--- config.mk ---
export PLATFORM = sky130hd
export DESIGN_NAME = cmult_seq_ctrl_flat
export DESIGN_NICKNAME = d
export VERILOG_FILES = /design/src/rtl/cmult_seq_ctrl_if.sv /design/src/rtl/cmult_seq_ctrl.sv /design/src/flat_wrapper.sv
export SDC_FILE = /design/constraint.sdc
export NUM_CORES = 1
export LEC_CHECK = 0
export BUFFER_PORTS_ARGS = -buffer_cell sky130_fd_sc_hd__buf_2
export CORE_ASPECT_RATIO = 1.25
export CORE_UTILIZATION = 32
export DETAILED_ROUTE_END_ITERATION = 6
export PLACE_DENSITY = 0.63
export SETUP_SLACK_MARGIN = 0.2
export SKIP_LAST_GASP = 1
export SYNTH_ARGS = -nofsm -noshare
export SYNTH_HDL_FRONTEND = slang
export SYNTH_SLANG_ARGS = --single-unit
--- constraint.sdc ---
create_clock -name clk -period 3.6 [get_ports clk]
set_input_delay 0 -clock clk [delete_from_list [all_inputs] [get_ports clk]]
set_output_delay 0 -clock clk [all_outputs]
set_load 0.02 [all_outputs]
--- src/rtl/cmult_seq_ctrl_if.sv ---
// Host, multiplier and status signals of the complex-multiplier sequencer.
// master: host/multiplier side that drives the sequencer inputs.
// slave : the sequencer itself.
interface cmult_seq_ctrl_if #(
    parameter int unsigned WIDTH     = 16,
    parameter int unsigned RES_WIDTH = 2 * WIDTH + 1
);
    logic                 run;
    logic                 in_hs;
    logic [WIDTH-1:0]     in_data;
    logic                 in_read;
    logic [WIDTH-1:0]     op_a_re;
    logic [WIDTH-1:0]     op_a_im;
    logic [WIDTH-1:0]     op_b_re;
    logic [WIDTH-1:0]     op_b_im;
    logic                 mult_start;
    logic                 mult_done;
    logic [RES_WIDTH-1:0] mult_re;
    logic [RES_WIDTH-1:0] mult_im;
    logic [RES_WIDTH-1:0] out_data;
    logic                 out_hs;
    logic                 out_ack;
    logic                 busy;
    logic                 done;
    logic                 timeout_err;

    modport master (
        output run, in_hs, in_data, mult_done, mult_re, mult_im, out_ack,
        input  in_read, op_a_re, op_a_im, op_b_re, op_b_im, mult_start,
               out_data, out_hs, busy, done, timeout_err
    );

    modport slave (
        input  run, in_hs, in_data, mult_done, mult_re, mult_im, out_ack,
        output in_read, op_a_re, op_a_im, op_b_re, op_b_im, mult_start,
               out_data, out_hs, busy, done, timeout_err
    );
endinterface

--- src/rtl/cmult_seq_ctrl.sv ---
// Sequencer for the complex multiplier: reads four operand words from the
// host, fires the multiplier, waits (with timeout) for its result and hands
// the real and imaginary result words back to the host. No arithmetic here.
module cmult_seq_ctrl #(
    parameter int unsigned WIDTH     = 16,
    parameter int unsigned RES_WIDTH = 2 * WIDTH + 1,
    parameter int unsigned TIMEOUT   = 255
) (
    input  logic            clk,
    input  logic            reset,
    cmult_seq_ctrl_if.slave bus
);

    localparam int unsigned CNT_W = 8;
    // Counter value in the last wait cycle before the timeout fires.
    localparam logic [CNT_W-1:0] TMO_LAST = CNT_W'(TIMEOUT - 1);

    typedef enum logic [2:0] {
        S_IDLE,
        S_RD_WAIT_1,
        S_RD_WAIT_0,
        S_MULT_START,
        S_MULT_WAIT,
        S_WR_WAIT_1,
        S_WR_WAIT_0,
        S_DONE
    } state_t;

    state_t               state_q;
    logic [1:0]           word_cnt_q;
    logic [CNT_W-1:0]     tmo_cnt_q;
    logic [WIDTH-1:0]     op_a_re_q;
    logic [WIDTH-1:0]     op_a_im_q;
    logic [WIDTH-1:0]     op_b_re_q;
    logic [WIDTH-1:0]     op_b_im_q;
    logic [RES_WIDTH-1:0] res_im_q;
    logic [RES_WIDTH-1:0] out_data_q;
    logic                 out_hs_q;
    logic                 in_read_q;
    logic                 mult_start_q;
    logic                 done_q;
    logic                 busy_q;
    logic                 timeout_err_q;

    // Transaction FSM with registered outputs; pulses default low every cycle.
    always_ff @(posedge clk or posedge reset) begin
        if (reset) begin
            state_q       <= S_IDLE;
            word_cnt_q    <= 2'd0;
            tmo_cnt_q     <= '0;
            op_a_re_q     <= '0;
            op_a_im_q     <= '0;
            op_b_re_q     <= '0;
            op_b_im_q     <= '0;
            res_im_q      <= '0;
            out_data_q    <= '0;
            out_hs_q      <= 1'b0;
            in_read_q     <= 1'b0;
            mult_start_q  <= 1'b0;
            done_q        <= 1'b0;
            busy_q        <= 1'b0;
            timeout_err_q <= 1'b0;
        end else begin
            in_read_q    <= 1'b0;
            mult_start_q <= 1'b0;
            done_q       <= 1'b0;

            case (state_q)
                S_IDLE: begin
                    if (bus.run) begin
                        word_cnt_q    <= 2'd0;
                        timeout_err_q <= 1'b0;
                        busy_q        <= 1'b1;
                        state_q       <= S_RD_WAIT_1;
                    end
                end

                S_RD_WAIT_1: begin
                    if (bus.in_hs) begin
                        case (word_cnt_q)
                            2'd0: op_a_re_q <= bus.in_data;
                            2'd1: op_a_im_q <= bus.in_data;
                            2'd2: op_b_re_q <= bus.in_data;
                            2'd3: op_b_im_q <= bus.in_data;
                        endcase
                        in_read_q <= 1'b1;
                        state_q   <= S_RD_WAIT_0;
                    end
                end

                // Wait for the host to drop in_hs so each word is read once.
                S_RD_WAIT_0: begin
                    if (!bus.in_hs) begin
                        if (word_cnt_q == 2'd3) begin
                            mult_start_q <= 1'b1;
                            state_q      <= S_MULT_START;
                        end else begin
                            word_cnt_q <= word_cnt_q + 2'd1;
                            state_q    <= S_RD_WAIT_1;
                        end
                    end
                end

                S_MULT_START: begin
                    tmo_cnt_q <= '0;
                    state_q   <= S_MULT_WAIT;
                end

                // A result in the final allowed cycle beats the timeout.
                S_MULT_WAIT: begin
                    if (bus.mult_done) begin
                        out_data_q <= bus.mult_re;
                        res_im_q   <= bus.mult_im;
                        word_cnt_q <= 2'd0;
                        out_hs_q   <= 1'b1;
                        state_q    <= S_WR_WAIT_1;
                    end else begin
                        tmo_cnt_q <= tmo_cnt_q + CNT_W'(1);
                        if (tmo_cnt_q == TMO_LAST) begin
                            timeout_err_q <= 1'b1;
                            busy_q        <= 1'b0;
                            state_q       <= S_IDLE;
                        end
                    end
                end

                S_WR_WAIT_1: begin
                    if (bus.out_ack) begin
                        out_hs_q <= 1'b0;
                        state_q  <= S_WR_WAIT_0;
                    end
                end

                // Real part goes first, then the latched imaginary part.
                S_WR_WAIT_0: begin
                    if (!bus.out_ack) begin
                        if (word_cnt_q == 2'd0) begin
                            word_cnt_q <= 2'd1;
                            out_data_q <= res_im_q;
                            out_hs_q   <= 1'b1;
                            state_q    <= S_WR_WAIT_1;
                        end else begin
                            done_q  <= 1'b1;
                            state_q <= S_DONE;
                        end
                    end
                end

                S_DONE: begin
                    busy_q  <= 1'b0;
                    state_q <= S_IDLE;
                end

                default: begin
                    busy_q  <= 1'b0;
                    out_hs_q <= 1'b0;
                    state_q <= S_IDLE;
                end
            endcase
        end
    end

    // Drive the interface from the output registers.
    assign bus.in_read     = in_read_q;
    assign bus.op_a_re     = op_a_re_q;
    assign bus.op_a_im     = op_a_im_q;
    assign bus.op_b_re     = op_b_re_q;
    assign bus.op_b_im     = op_b_im_q;
    assign bus.mult_start  = mult_start_q;
    assign bus.out_data    = out_data_q;
    assign bus.out_hs      = out_hs_q;
    assign bus.busy        = busy_q;
    assign bus.done        = done_q;
    assign bus.timeout_err = timeout_err_q;

endmodule

--- src/flat_wrapper.sv ---
// flat-port wrapper written by rule: the top's interface ports become plain ports
module cmult_seq_ctrl_flat 
#(
    parameter int unsigned WIDTH     = 16,
    parameter int unsigned RES_WIDTH = 2 * WIDTH + 1,
    parameter int unsigned TIMEOUT   = 255
)
  (clk, reset, bus_run, bus_in_hs, bus_in_data, bus_mult_done, bus_mult_re, bus_mult_im, bus_out_ack, bus_in_read, bus_op_a_re, bus_op_a_im, bus_op_b_re, bus_op_b_im, bus_mult_start, bus_out_data, bus_out_hs, bus_busy, bus_done, bus_timeout_err);
  cmult_seq_ctrl_if #(.WIDTH(WIDTH), .RES_WIDTH(RES_WIDTH)) bus_i ();
  input  logic clk;
  input  logic reset;
  input wire logic [$bits(bus_i.run)-1:0] bus_run;
  input wire logic [$bits(bus_i.in_hs)-1:0] bus_in_hs;
  input wire logic [$bits(bus_i.in_data)-1:0] bus_in_data;
  input wire logic [$bits(bus_i.mult_done)-1:0] bus_mult_done;
  input wire logic [$bits(bus_i.mult_re)-1:0] bus_mult_re;
  input wire logic [$bits(bus_i.mult_im)-1:0] bus_mult_im;
  input wire logic [$bits(bus_i.out_ack)-1:0] bus_out_ack;
  output wire logic [$bits(bus_i.in_read)-1:0] bus_in_read;
  output wire logic [$bits(bus_i.op_a_re)-1:0] bus_op_a_re;
  output wire logic [$bits(bus_i.op_a_im)-1:0] bus_op_a_im;
  output wire logic [$bits(bus_i.op_b_re)-1:0] bus_op_b_re;
  output wire logic [$bits(bus_i.op_b_im)-1:0] bus_op_b_im;
  output wire logic [$bits(bus_i.mult_start)-1:0] bus_mult_start;
  output wire logic [$bits(bus_i.out_data)-1:0] bus_out_data;
  output wire logic [$bits(bus_i.out_hs)-1:0] bus_out_hs;
  output wire logic [$bits(bus_i.busy)-1:0] bus_busy;
  output wire logic [$bits(bus_i.done)-1:0] bus_done;
  output wire logic [$bits(bus_i.timeout_err)-1:0] bus_timeout_err;
  assign bus_i.run = bus_run;
  assign bus_i.in_hs = bus_in_hs;
  assign bus_i.in_data = bus_in_data;
  assign bus_i.mult_done = bus_mult_done;
  assign bus_i.mult_re = bus_mult_re;
  assign bus_i.mult_im = bus_mult_im;
  assign bus_i.out_ack = bus_out_ack;
  assign bus_in_read = bus_i.in_read;
  assign bus_op_a_re = bus_i.op_a_re;
  assign bus_op_a_im = bus_i.op_a_im;
  assign bus_op_b_re = bus_i.op_b_re;
  assign bus_op_b_im = bus_i.op_b_im;
  assign bus_mult_start = bus_i.mult_start;
  assign bus_out_data = bus_i.out_data;
  assign bus_out_hs = bus_i.out_hs;
  assign bus_busy = bus_i.busy;
  assign bus_done = bus_i.done;
  assign bus_timeout_err = bus_i.timeout_err;
  cmult_seq_ctrl #(.WIDTH(WIDTH), .RES_WIDTH(RES_WIDTH), .TIMEOUT(TIMEOUT)) u_core (.clk(clk), .reset(reset), .bus(bus_i));
endmodule
==> impl_metrics.ini, run 1 <==
[clock_network]
cts_buffers = 17
postCtsResizedCells = 0
cts_max_level = 4
numClockSinks = 149
post_cts_buffers = 0
clk_pin_slew_worst_paths_ps = 60
root_buffer = clkbuf_16
cts_tree = yes
clock_path_buffers = 2
cts_hold_buf = 86
clkLatencyLatePin_ps = 410

[global_route]
gr-usage-all-layers = 0.153
grt_pass1_vias = 4757
grt_max_degree = 67
antenna_found_initial = 0
grt_overflow_total = 0
grt_pass1_wl_um = 24100

[cells_and_area]
seq_area_um2 = 3730
nets = 839
final_cell_mix = 190 x buf_2, 149 x dfrtp_1, 98 x mux2_2
finalNonFillerCells = 1018
synthToLayoutAreaGrowth_pct = 43.0
fillCellCount = 1750
layout_commonest_cell = buf_2
diodes = 0
drive_above_1_share = 0.444
multi_input_area_um2 = 2390

[place]
gp_congestion = 0.729
dp_cells = 901
hpwl_um = 9610
portBuffers = 190

[critical_path]
arrival_ps = 2790
critPathMaxFanout = 24
start_kind = register
worstPathRequired_ps = 3850
critPathKind = reg2reg
cp-end-kind = register

[floorplan]
die_area_um2 = 20100
placementRows = 56
core_area_um2 = 19000
start_util = 0.329
io_pins = 191
die_y_um = 158
die_w_um = 127

[logic_synthesis]
ys_seq_area_frac = 0.596
synthArstFlopShare = 1.00
synth_fp_nets = 564
synth_seq_cells = 149
synth-edff-count = 0
synth_cell_types = 42
synth_top_family_by_area = multiplexers
synth_area_per_cell_um2 = 13.3
synth_xor_xnor_area_share = 0.00840
yosys.area_share.simple = 0.0760
synth_compound_area_frac = 0.0478
synthAdderAreaFrac = 0.0120
syn_inst = 470
netlist_area_um2 = 6260
ys_warn_count = 0
synth_mux_area_frac = 0.236
dominantRegCellSynth = dfrtp_1

[routing]
highest_layer = met4
ant_nets = 0
wl_per_cell_um = 15.0
wl_met1_um = 6680
vias_per_cell = 4.53
met2_length_um = 7680
first_iter_violations = 179
drc = 0
drt-total-wl_um = 15300
met3_length_um = 701
route.vias.total = 4611
first_pass_iters = 4

[timing]
setup_viol = 0
whs_ps = 23.6
period_share = 0.705
fin_tns_setup_ps = 0
slew_violations = 0
hold_violations = 0
min_period_ps = 2540
fin_skew_ps = 6.48
rsz0062_at_grt = false
worst_pin_slew_ps = 1040
max_freq_mhz = 394
slew_headroom = 0.302

[worst_hold_path]
min_path_type = in2reg

[power]
leakage_nw = 4.49
p_total_mw = 7.37
powerDensity_nw_per_um2 = 823
ir_drop_v = 0.000327

[run_status]
status = finished clean

[job]
maxCapViolCount = 0
[cell families (layout without fill, tap and decap cells)]
kind of cell	count (synthesis)	after routing
compound gates	54	54
fa+ha+maj	6	6
simple gates	88	88
flops	149	149
mux	135	135
buf+inv	32	319
xor+xnor	6	6
[synth_stat cells, drive strengths merged, types with 2 or more instances]
master / count / area share
mux2: 98 / 0.18
a211oi: 2 / 0.0024
mux2i: 37 / 0.059
nor4b: 3 / 0.0066
buf: 18 / 0.016
nand2: 14 / 0.010
xnor2: 3 / 0.0042
nand3b: 5 / 0.0060
nand3: 4 / 0.0032
nand2b: 3 / 0.0030
o21ai: 5 / 0.0040
nor2: 43 / 0.026
or3: 2 / 0.0020
inv: 7 / 0.0042
nor2b: 2 / 0.0020
a31oi: 3 / 0.0030
nor3: 5 / 0.0058
xor2: 3 / 0.0042
dfrtp: 149 / 0.60
clkbuf: 7 / 0.0042
a21oi: 38 / 0.030
ha: 6 / 0.012
[metal layers]
metal,track usage,vias to the layer above
li1,-,2201
met1,0.186,2261
met2,0.264,133
met3,0.0433,16
met4,0.0482,0
met5,0,-
[sequential cells by signal, indices dropped and copies added, names as in the netlist]
name	count
u_core.word_cnt_q	2
u_core.bus.out_hs	1
u_core.bus.op_b_im	16
u_core.bus.out_data	33
u_core.res_im_q	33
u_core.bus.in_read	1
u_core.bus.op_a_re	16
u_core.bus.op_b_re	16
u_core.bus.done	1
u_core.bus.op_a_im	16
u_core.state_q	3
u_core.tmo_cnt_q	8
u_core.bus.mult_start	1
u_core.bus.busy	1
u_core.bus.timeout_err	1
[where the power goes]
part / leakage [nW] / total, mW / internal [mW] / switching, mW
logic: 2.35 / 2.73 / 1.20 / 1.53
clock network: 0.286 / 1.81 / 1.11 / 0.703
registers: 1.85 / 2.82 / 2.38 / 0.445
[worst max-delay path, stage by stage (launching register included)]
cell,delay (ps)
dfrtp_1,790
nor2b_1,380
nand2_2,510
buf_4,420
mux2i_1,170
a21oi_1,90
[final cells by class]
cell class,count,area share
clock buffer,20,0.0499
multi-input combinational,289,0.267
tap,261,0.0365
sequential,149,0.417
timing repair buffer,281,0.209
inverter,7,0.00336
clock inverter,11,0.0172
[through the flow]
stage               instance area, um^2  worst slack [ps]   util
floorplan                          6260              1730      -
global placement                   7490              1110  0.394
detailed placement                 7490              1050  0.394
CTS                                8950              1040  0.471
global route                       8950               808  0.471
finish                             8950              1060  0.471
[final timing paths]
| check | end | depth (start not counted) | startpoint | slack [ps] |
|---|---|---|---|---|
| max | u_core.bus.out_data[19]$_DFFE_PP0P_ | 5 | u_core.state_q[1]$_DFFE_PP0P_ | 1060 |
| min | u_core.bus.timeout_err$_DFFE_PP0P_ | 4 | bus_run | 20 |
| max reg2reg | u_core.bus.out_data[19]$_DFFE_PP0P_ | 5 | u_core.state_q[1]$_DFFE_PP0P_ | 1060 |
| min reg2reg | u_core.bus.out_hs$_DFFE_PP0P_ | 1 | u_core.bus.out_hs$_DFFE_PP0P_ | 490 |
| max in group asynchronous | u_core.bus.out_data[5]$_DFFE_PP0P_ | 4 | reset | 2430 |
| min in group asynchronous | u_core.bus.op_b_re[12]$_DFFE_PP0P_ | 3 | reset | 380 |
Note: power is estimated with default switching activity, not from simulation.
==> run 2: changes to the inputs <==
--- a/config.mk
+++ b/config.mk
@@ -9,7 +9,7 @@
 export CORE_ASPECT_RATIO = 1.25
 export CORE_UTILIZATION = 32
 export DETAILED_ROUTE_END_ITERATION = 6
-export PLACE_DENSITY = 0.63
+export PLACE_DENSITY = 0.61
 export SETUP_SLACK_MARGIN = 0.2
 export SKIP_LAST_GASP = 1
 export SYNTH_ARGS = -nofsm -noshare
==> constraint.sdc (replaced) <==
create_clock -name clk -period 2.55 [get_ports clk]
set_input_delay 0 -clock clk [delete_from_list [all_inputs] [get_ports clk]]
set_output_delay 0 -clock clk [all_outputs]
set_load 0.02 [all_outputs]
==> impl_metrics.ini, run 2 (synthesis results as in run 1) <==
[timing]
period_share = 0.785
fin_skew_ps = 5.77
worst_pin_slew_ps = 558
slew_headroom = 0.628
setup_viol = 0
rsz0062_at_grt = false
slew_violations = 0
max_freq_mhz = 500
hold_violations = 0
fin_tns_setup_ps = 0
min_period_ps = 2000

[routing]
met2_length_um = 8300
drc = 0
wl_met1_um = 6220
first_iter_violations = 134
first_pass_iters = 4
ant_nets = 0
drt-total-wl_um = 15500
wl_per_cell_um = 15.2
met3_length_um = 764
route.vias.total = 4676
vias_per_cell = 4.57
highest_layer = met4

[critical_path]
r2r.worst_path.cells = 7
r2r-start = u_core.word_cnt_q[0]$_DFFE_PP0P_
arrival_ps = 2330
start_kind = register
rrSetupSlack_ps = 550
worstPathRequired_ps = 2880
critPathKind = reg2reg
r2r_end = u_core.bus.out_data[29]$_DFFE_PP0P_
critPathMaxFanout = 66
cp-end-kind = register

[run_status]
status = finished clean

[place]
portBuffers = 190
gp_congestion = 0.870
hpwl_um = 10200

[global_route]
grt_max_degree = 67
grt_pass1_wl_um = 25500
antenna_found_initial = 0
gr-usage-all-layers = 0.163
grt_overflow_total = 0
grt_pass1_vias = 5033

[clock_network]
root_buffer = clkbuf_16
cts_tree = yes
cts_max_level = 4
cts_buffers = 17
clk_pin_slew_worst_paths_ps = 60
clkLatencyLatePin_ps = 410
clock_path_buffers = 2
numClockSinks = 149

[floorplan]
start_util = 0.329
die_y_um = 158
placementRows = 56
die_w_um = 127
io_pins = 191
die_area_um2 = 20100
core_area_um2 = 19000

[job]
maxCapViolCount = 0

[cells_and_area]
drive_above_1_share = 0.450
final_cell_mix = 190 x buf_2, 149 x dfrtp_1, 98 x mux2_2
synthToLayoutAreaGrowth_pct = 44.7
layout_commonest_cell = buf_2
nets = 844
fillCellCount = 1668
diodes = 0

[power]
p_total_mw = 10.6
ir_drop_v = 0.000673
powerDensity_nw_per_um2 = 1180
leakage_nw = 4.55

[worst_hold_path]
min_path_type = in2async
-- run 2: changes by cell type in the layout (fill, tap and decap cells not counted), moves of 2 or more --
| cell | change |
|---|---|
| inv_8 | +3 |
| clkbuf_1 | -2 |
| buf_12 | +3 |
| clkinv_4 | -5 |
| inv_6 | +5 |
-- run 2: worst max-delay path by stage --
stage                                           from                                  end  slack, ps  cells after the start
floorplan                                      reset          u_core.bus.busy$_DFFE_PP0P_        680                      1
global placement       u_core.state_q[1]$_DFFE_PP0P_      u_core.tmo_cnt_q[7]$_DFFE_PP0P_        640                      4
detailed placement     u_core.state_q[0]$_DFFE_PP0P_      u_core.tmo_cnt_q[7]$_DFFE_PP0P_        590                      4
CTS                    u_core.state_q[0]$_DFFE_PP0P_    u_core.bus.op_b_re[5]$_DFFE_PP0P_        580                      4
global route        u_core.word_cnt_q[0]$_DFFE_PP0P_  u_core.bus.out_data[14]$_DFFE_PP0P_        410                      7
finish              u_core.word_cnt_q[0]$_DFFE_PP0P_  u_core.bus.out_data[29]$_DFFE_PP0P_        550                      7
-- run 2: repair_timing --
action                    4_1_cts  5_1_grt
hold endpoints to repair      157        0
hold buffers                   87        0
resized for setup               0        0
setup buffers                   0        0
-- run 2: area by class of cell --
| class | instances | area (um^2) | share of cell area |
|---|---|---|---|
| clock buffers | 18 | 439 | 0.0485 |
| clock inverters | 14 | 185 | 0.0205 |
| inverters | 7 | 30.0 | 0.00332 |
| multi-input cells | 289 | 2390 | 0.264 |
| flip-flops and latches | 149 | 3730 | 0.412 |
| well taps | 261 | 327 | 0.0361 |
| repair buffers | 286 | 1950 | 0.216 |
-- run 2: metrics by stage --
step | instances | instance area [um^2] | utilization | worst slack, ps | hold slack, ps
after floorplan | 470 | 6260 | - | 675 | 70.8
after global placement | 905 | 7550 | 0.398 | 642 | 64.7
after global routing | 1024 | 9050 | 0.477 | 407 | 222
after detailed placement | 905 | 7550 | 0.398 | 591 | 80.4
after CTS | 1024 | 9050 | 0.477 | 585 | 182
final | 1024 | 9050 | 0.477 | 548 | 183
-- run 2: critical path: stages, from the launching register on --
cell and delay [ps]:
dfrtp_1 400, inv_1 130, ha_1 290, nand3b_1 160
a211oi_4 340, buf_12 320, nor2_1 70, a21oi_1 180
-- run 2: where the power goes --
group          internal, mW  switching (mW)  leakage [nW]
Clock                  1.60            1.07         0.308
Combinational          1.76            2.27          2.39
Sequential             3.36           0.589          1.85
-- run 2: per-layer routing --
layer / vias to the layer above / global-route usage
li1: 2208 / -
met1: 2314 / 0.182
met2: 135 / 0.294
met3: 19 / 0.0407
met4: 0 / 0.0709
met5: - / 0
==> run 3: changes to the inputs <==
==> constraint.sdc (replaced) <==
create_clock -name clk -period 1.9 [get_ports clk]
set_input_delay 0 -clock clk [delete_from_list [all_inputs] [get_ports clk]]
set_output_delay 0 -clock clk [all_outputs]
set_load 0.02 [all_outputs]
==> impl_metrics.ini, run 3 (synthesis results as in run 1) <==
[cells_and_area]
fillCellCount = 1629
final_cell_mix = 190 x buf_2, 148 x dfrtp_1, 87 x dlygate4sd3_1
multi_input_area_um2 = 2620
seq_area_um2 = 3730
nets = 885
synthToLayoutAreaGrowth_pct = 57.7
layout_commonest_cell = buf_2
diodes = 0
drive_above_1_share = 0.526

[clock_network]
cts_max_level = 4
clk_pin_slew_worst_paths_ps = 70
clkLatencyLatePin_ps = 430
clock_path_buffers = 2
root_buffer = clkbuf_16
cts_buffers = 17
numClockSinks = 149
cts_tree = yes

[timing]
period_share = 0.920
worst_pin_slew_ps = 484
fin_tns_setup_ps = 0
max_freq_mhz = 572
slew_violations = 0
fin_skew_ps = 9.52
setup_viol = 0
slew_headroom = 0.677
hold_violations = 0
min_period_ps = 1750
rsz0062_at_grt = true
whs_ps = 235

[worst_hold_path]
min_path_type = in2async

[routing]
first_iter_violations = 224
first_pass_iters = 4
ant_nets = 0
drt-total-wl_um = 18200
route.vias.total = 5009
vias_per_cell = 4.70
drc = 0
wl_per_cell_um = 17.1

[job]
maxCapViolCount = 0

[power]
p_switching_mw = 5.89
p_int_mw = 9.66
powerDensity_nw_per_um2 = 1580
clkPwrFrac = 0.214
p_sw_frac = 0.379
sequentialPowerShare = 0.339
p_total_mw = 15.5
power_frac_comb = 0.447
leakage_nw = 4.90
ir_drop_v = 0.000727

[critical_path]
cp_slowest_stage_delay_ps = 440
arrival_ps = 2060
path_cells = buf_6 > nor4b_4 > buf_6 > clkbuf_16 > mux2_2
start_kind = register
crit_family = buffers and inverters
critPathKind = reg2reg
crit_buf_inv = 3
critPathMaxFanout = 6
cp_slowest_cell = dfrtp_2
path_common_cell = buf_6
worstPathRequired_ps = 2210
cp-end-kind = register

[floorplan]
core_area_um2 = 19000
start_util = 0.329
io_pins = 191
placementRows = 56
die_y_um = 158
die_area_um2 = 20100
die_w_um = 127

[place]
hpwl_um = 10900
gp_congestion = 0.837
portBuffers = 190

[global_route]
grt_pass1_wl_um = 26000
grt_pass1_vias = 5155
grt_overflow_total = 0
grt_max_degree = 89
antenna_found_initial = 0
gr-usage-all-layers = 0.170

[run_status]
status = finished clean
-- run 3: power by group through the flow --
stage | sequential (mW) | combinational [mW] | clock [mW]
floorplan | 6.25 | 2.61 | 0
global placement | 5.22 | 5.41 | 0
detailed placement | 5.29 | 5.56 | 0
CTS | 5.26 | 5.96 | 3.41
global route | 5.44 | 7.42 | 3.54
finish | 5.28 | 6.95 | 3.33
-- run 3: metrics by stage --
| step | instance area (um^2) | instances | worst slack (ps) | utilization |
|---|---|---|---|---|
| after floorplan | 6270 | 470 | 25.0 | - |
| after global placement | 7710 | 919 | 119 | 0.406 |
| after detailed placement | 7710 | 919 | 96.4 | 0.406 |
| after CTS | 9310 | 1044 | 174 | 0.490 |
| after global routing | 9870 | 1065 | 96.2 | 0.520 |
| final | 9870 | 1065 | 151 | 0.520 |
-- run 3: path summary, 6_finish.rpt --
path | start | endpoint | slack, ps | cells past startpoint
worst min register to register | u_core.bus.op_b_im[1]$_DFFE_PP0P_ | u_core.bus.op_b_im[1]$_DFFE_PP0P_ | 500 | 1
worst max-delay path | u_core.state_q[0]$_DFFE_PP0P_ | u_core.res_im_q[0]$_DFFE_PP0P_ | 150 | 5
worst max register to register | u_core.state_q[0]$_DFFE_PP0P_ | u_core.res_im_q[0]$_DFFE_PP0P_ | 150 | 5
max in group asynchronous | reset | u_core.bus.op_b_re[1]$_DFFE_PP0P_ | 1240 | 4
worst min-delay path | reset | u_core.res_im_q[5]$_DFFE_PP0P_ | 230 | 4
min in group clk | bus_mult_im[19] | u_core.res_im_q[19]$_DFFE_PP0P_ | 340 | 3
-- run 3: final cells by class --
cell class	instances	area share
flip-flops and latches	149	0.378
multi-input cells	289	0.266
repair buffers	327	0.260
clock buffers	17	0.0431
well taps	261	0.0331
clock inverters	15	0.0166
inverters	7	0.00304
-- run 3: repair_timing --
action                                  CTS  global route
endpoints found under the setup margin   64           135
cloned                                    2             8
buffers inserted                          4            13
pin swaps                                 1             6
resized for setup                        10            65
endpoints found under the hold margin   285             0
hold buffers                             87             0
-- run 3: worst register-to-register path, delay by kind of cell, from the launching register on --
family	cells	cell delay [ps]
multiplexers	1	320
flip-flops	1	440
AND/OR/NAND/NOR	1	390
buffers and inverters	3	490
-- run 3: layer usage --
| metal | global-route usage | vias to the layer above | routed length, um |
|---|---|---|---|
| met5 | 0 | - | 0 |
| met4 | 0.0828 | 0 | 454 |
| met3 | 0.0433 | 33 | 695 |
| met2 | 0.299 | 146 | 9560 |
| met1 | 0.194 | 2536 | 7500 |
| li1 | - | 2294 | - |
